File: src/rtl/abro_n.sv
// abro_n: N-event ABRO controller with optional strict ordering,
// automatic re-arm and a wrapping completion counter.
module abro_n #(
  parameter int N          = 2,
  parameter int ORDERED    = 0,
  parameter int AUTO_REARM = 0,
  parameter int CNT_W      = 8
) (
  input  logic             clk,
  input  logic             reset,
  input  logic [N-1:0]     ev,
  input  logic             restart,
  output logic             O,
  output logic [N-1:0]     seen,
  output logic [1:0]       state,
  output logic             order_err,
  output logic [CNT_W-1:0] done_cnt
);

  localparam logic [1:0] WAIT = 2'd0;
  localparam logic [1:0] DONE = 2'd1;

  logic [1:0]       state_q, state_n;
  logic [N-1:0]     seen_q, seen_n;
  logic             o_q, o_n;
  logic             err_q, err_n;
  logic [CNT_W-1:0] cnt_q, cnt_n;

  logic [N-1:0]     acc;
  logic [N-1:0]     seen_w;
  logic             bad;
  logic             run;

  always_ff @(posedge clk) begin
    if (reset) begin
      state_q <= WAIT;
      seen_q  <= '0;
      o_q     <= 1'b0;
      err_q   <= 1'b0;
      cnt_q   <= '0;
    end else begin
      state_q <= state_n;
      seen_q  <= seen_n;
      o_q     <= o_n;
      err_q   <= err_n;
      cnt_q   <= cnt_n;
    end
  end

  // seen is a contiguous low mask in ordered mode, so its clear bits
  // are exactly the indices at or above the expected one.
  always_comb begin
    acc = '0;
    bad = 1'b0;
    run = 1'b1;
    if (ORDERED != 0) begin
      for (int i = 0; i < N; i++) begin
        if (!seen_q[i]) begin
          if (run && ev[i]) begin
            acc[i] = 1'b1;
          end else begin
            run = 1'b0;
            if (ev[i]) bad = 1'b1;
          end
        end
      end
    end else begin
      acc = ev;
    end
  end

  assign seen_w = seen_q | acc;

  always_comb begin
    state_n = state_q;
    seen_n  = seen_q;
    o_n     = 1'b0;
    err_n   = err_q;
    cnt_n   = cnt_q;
    if (restart) begin
      state_n = WAIT;
      seen_n  = '0;
      err_n   = 1'b0;
    end else begin
      case (state_q)
        WAIT: begin
          seen_n = seen_w;
          err_n  = err_q | bad;
          if (&seen_w) begin
            state_n = DONE;
            o_n     = 1'b1;
            cnt_n   = cnt_q + 1'b1;
          end
        end
        DONE: begin
          if (AUTO_REARM != 0 && ev == '0) begin
            state_n = WAIT;
            seen_n  = '0;
            err_n   = 1'b0;
          end
        end
        default: begin
          state_n = WAIT;
          seen_n  = '0;
          err_n   = 1'b0;
        end
      endcase
    end
  end

  always_comb begin
    O         = o_q;
    seen      = seen_q;
    state     = state_q;
    order_err = err_q;
    done_cnt  = cnt_q;
  end

endmodule

File: config.mk
export PLATFORM = sky130hd
export DESIGN_NAME = abro_n
export DESIGN_NICKNAME = d
export VERILOG_FILES = /design/src/rtl/abro_n.sv
export SDC_FILE = /design/constraint.sdc
export NUM_CORES = 1
export LEC_CHECK = 0
export ABC_CLOCK_PERIOD_IN_PS = 1500
export CORE_MARGIN = 10
export CORE_UTILIZATION = 35
export CTS_BUF_LIST = sky130_fd_sc_hd__clkbuf_16
export CTS_CLUSTER_DIAMETER = 120
export CTS_CLUSTER_SIZE = 24
export DETAILED_ROUTE_END_ITERATION = 8
export PLACE_DENSITY = 0.67
export SLEW_MARGIN = 20
export SYNTH_ARGS = -nofsm -noshare
export SYNTH_HDL_FRONTEND = slang
export SYNTH_SLANG_ARGS = --single-unit
File: constraint.sdc
create_clock -name clk -period 1.5 [get_ports clk]
set_input_delay 0.15 -clock clk [delete_from_list [all_inputs] [get_ports clk]]
set_output_delay 0.15 -clock clk [all_outputs]
set_load 0.05 [all_outputs]
# Yosys cells after proc, flatten, opt, wreduce, memory -nomap -nowiden
# Cells that the tools add are included.
# word_totals
output_inout_bits	14
wordCells	21
regBits	13
in_bits	5
# op_classes
n_eq_ne	2
muxes	4
n_bitwise	4
n_reduce_logical	6
add_sub_neg	1
# ops
operator	n
8-bit by 1-bit adder with 8-bit output (second input constant)	1
2-bit case mux with 2 select lines	2
2-bit AND reduction	2
4-bit AND reduction	1
1-bit NOT	3
3-bit OR reduction	1
2-bit by 1-bit == test with 1-bit output (second input constant)	1
2-bit logical NOT	1
2-bit two-way mux	1
2-bit inequality test (second input constant)	1
2-bit bitwise OR	1
2-bit OR reduction	1
1-bit two-way mux	1

# Longest topological paths before layout
# depth
ltp_word	4
ltp_mapped	4
ltp_nobuf	4

# Worst setup path after synthesis
# No wires, ideal clock.
# synth_path
kind	register -> register
from	register cnt_q[0], in the netlist done_cnt[0]
to	register cnt_q[6], in the netlist done_cnt[6]
arrival_time_ps	1614
required_ps	1377
stages_incl_launch_ff	5
n_path_buf	0
setup_ps	123
period_less_slack_ps	1737
path_slack_ps	-237
path_cell_list	dfxtp_1 > ha_1 > o21ai_0 > nor4_1 > mux2_1
# synth_via
elab_chain_len	1
# synth_rtl
element	line	text
start, declared	27	logic [CNT_W-1:0] cnt_q, cnt_n;
start signal, assigned	46	cnt_q <= cnt_n;
8-bit by 1-bit adder with 8-bit output	92	cnt_n = cnt_q + 1'b1;
# No other way between the ends.
# A chain may end at the register's enable or synchronous reset.

# Final worst setup path
# Ends and elaborated chain as after synthesis.

==> impl_metrics.py <==
metrics = {
    "outcome": {
        "status": "finished clean",
    },
    "floorplanning": {
        "io_pins": 19,
        "fp.dieW_um": 60.6,
        "fp-row-count": 14,
        "die_y_um": 60.6,
        "start_util_pct": 37.8,
        "die-area_sq_mm": 0.00367,
        "core_region_area_sq_mm": 0.00152,
    },
    "power_and_ir_drop": {
        "leakage_nw": 0.346,
        "power_density_mw_per_mm2": 1100,
        "ir_worst_vdd_mv": 0.772,
    },
    "detailed_routing": {
        "drtAntennaViolNets": 0,
        "drt_pre_antenna_iters": 2,
        "drtIter0Drc": 1,
        "via_per_inst": 5.26,
        "drc": 0,
        "wl_per_cell_um": 14.1,
        "vias": 547,
        "wirelength_um": 1460,
    },
    "worst_setup_path": {
        "required_ps": 1620,
        "critPathArrivalTime_ps": 1530,
        "path_max_fanout": 5,
        "crit_path_cell_trace": "ha_1 -> o21ai_2 -> nor4_1 -> mux2_1",
        "path_class": "reg -> reg",
        "cp_slowest_stage_delay_ps": 380,
        "crit_slowest_cell": "dfxtp_2",
        "critPathLaunchType": "flip-flop",
        "end_kind": "flip-flop",
    },
    "timing": {
        "drv_slew": 0,
        "max_freq_mhz": 712,
        "rsz0062_at_grt": "no",
        "period_needed_ps": 1400,
        "setup_ws_ps": 95.4,
        "fin_hold_ws_ps": 203,
        "setup_viol": 0,
        "timing.final.crit_share_pct": 93.6,
        "hold_viol": 0,
        "finClkSkew_ps": 1.24,
    },
    "clocking": {
        "htree_levels": 1,
        "clock_latency_ps": 240,
        "cts_setup_buffers": 0,
        "path_clk_slew_ps": 40,
        "cts_tree": "done",
        "cts_buffer_depth": 2,
        "clockRootBuffer": "clkbuf_16",
        "cts_made_buffers": 3,
        "clock_sinks": 12,
        "cts_hold_buf": 0,
    },
    "logic_synthesis": {
        "synth_area_leaders": "dfxtp_1 42%, a21oi_1 6.9%, o31ai_1 6.5%",
        "synth_area_leader_cell": "dfxtp_1",
        "syn-instance-count": 66,
        "synth_seq_area_share_pct": 41.6,
        "synth_cell_types": 25,
        "synth_edf_count": 0,
        "ys_warn_count": 0,
        "synth-main-ff-cell": "dfxtp_1",
        "syn_area_sq_um": 577,
        "synth_common_cells": "12 x dfxtp_1, 8 x a21oi_1, 7 x nor2_1",
        "ys_async_sr_fraction_pct": 0,
        "yosysMostFrequentCell": "dfxtp_1",
        "synth_top_area_share_pct": 41.6,
        "ys_seq_elements": 12,
        "syn_area_per_cell_sq_um": 8.74,
    },
    "grt": {
        "grt_pass1_vias": 567,
        "antenna_found_initial": 0,
        "grt_pass1_wl_um": 2420,
        "grt-ovfl-total": 0,
        "grt_max_degree": 11,
        "grtUsageTotal_pct": 8.58,
    },
    "cells_and_area": {
        "diodes": 0,
        "nets": 95,
        "drive_gt1_share_pct": 37.5,
        "area_growth_pct": 49.0,
    },
    "placement": {
        "port_buffers": 16,
        "hpwl_um": 1100,
        "gp_congestion": 0.795,
        "pre_cts_slack_ps": -303,
    },
    "run": {
        "max_cap_viol_count": 0,
    },
    "min_path": {
        "worstHoldPathType": "in -> reg",
    },
}
-- critical path, delay by kind of cell, from the launching register on --
family                   cells  cell delay (ps)
AO/OA/AOI/OAI                1               80
adder cells (fa/ha/maj)      1              180
flip-flops                   1              380
multiplexers                 1              350
AND/OR/NAND/NOR              1              300
-- path summary, 6_finish.rpt --
check | from | end | slack [ps] | cells past startpoint
max | done_cnt[0]$_SDFFE_PP0P_ | done_cnt[6]$_SDFFE_PP0P_ | 100 | 4
min | restart | seen[0]$_SDFFE_PP0N_ | 200 | 2
max reg2reg | done_cnt[0]$_SDFFE_PP0P_ | done_cnt[6]$_SDFFE_PP0P_ | 100 | 4
min reg2reg | done_cnt[5]$_SDFFE_PP0P_ | done_cnt[5]$_SDFFE_PP0P_ | 500 | 2
-- cells by family (layout without fill, tap and decap cells) --
family                   after synthesis  after routing  synth area share [%]
AO/OA/AOI/OAI                         15             15                  15.4
AND/OR/NAND/NOR                       26             26                  26.5
adder cells (fa/ha/maj)                1              1                  2.17
buffers and inverters                  8             29                  7.81
flip-flops                            12             12                  41.6
multiplexers                           3              3                  5.86
other                                  1              2                 0.650
-- sequential cells by signal (all words and copies together) (netlist names) --
| register | cells |
|---|---|
| state | 1 |
| O | 1 |
| seen | 2 |
| done_cnt | 8 |
-- metal layers --
| metal | wire length [um] | share of wire [%] | GRT usage [%] | vias to the layer above |
|---|---|---|---|---|
| met2 | 590 | 40 | 12.5 | 18 |
| met4 | 20 | 1.4 | 3.76 | 0 |
| li1 | - | - | - | 284 |
| met5 | 0 | 0 | 0 | - |
| met1 | 718 | 49 | 10.2 | 243 |
| met3 | 132 | 9.0 | 4.59 | 2 |
-- layout by cell type, fill, tap and decap left out, types with 2 or more instances in the layout --
cell,Yosys,layout
a21oi_1,8,8
buf_4,2,17
clkbuf_16,0,3
clkdlybuf4s50_1,0,3
conb_1,1,2
dfxtp_1,12,5
dfxtp_2,0,6
inv_1,4,4
mux2_1,2,2
nor2_1,7,7
nor2b_1,2,2
nor3_1,2,2
nor4_1,3,2
o31ai_1,5,5
or4_1,5,5
-- stage by stage --
stage	cell area, sq um	util, %	power [mW]	setup TNS, ps	cells
floorplan	592	-	0.415	-24.4	67
global placement	749	49.2	0.453	-1820	100
detailed placement	749	49.2	0.455	-1900	100
CTS	851	55.8	0.954	-12.9	104
global route	860	56.4	0.978	0	104
finish	860	56.4	0.944	0	104
-- report_power, final --
| part | total (mW) | switching [mW] | internal (mW) |
|---|---|---|---|
| registers | 0.337 | 0.00936 | 0.328 |
| clock network | 0.489 | 0.138 | 0.351 |
| logic | 0.117 | 0.0737 | 0.0438 |
-- cell type report --
type | count | area [sq um]
Clock buffer | 3 | 75.1
Clock inverter | 1 | 3.75
Fill cell | 143 | 664
Inverter | 4 | 15.0
Multi-Input combinational cell | 47 | 324
Sequential cell | 12 | 251
Tap cell | 16 | 20.0
Timing Repair Buffer | 21 | 170
-- what timing repair did --
action | 4_1_cts | 5_1_grt
gates resized for setup | 3 | 4
endpoints found under the setup margin | 2 | 8
pin swaps | 0 | 2
Power figures use the tool's default switching activity.
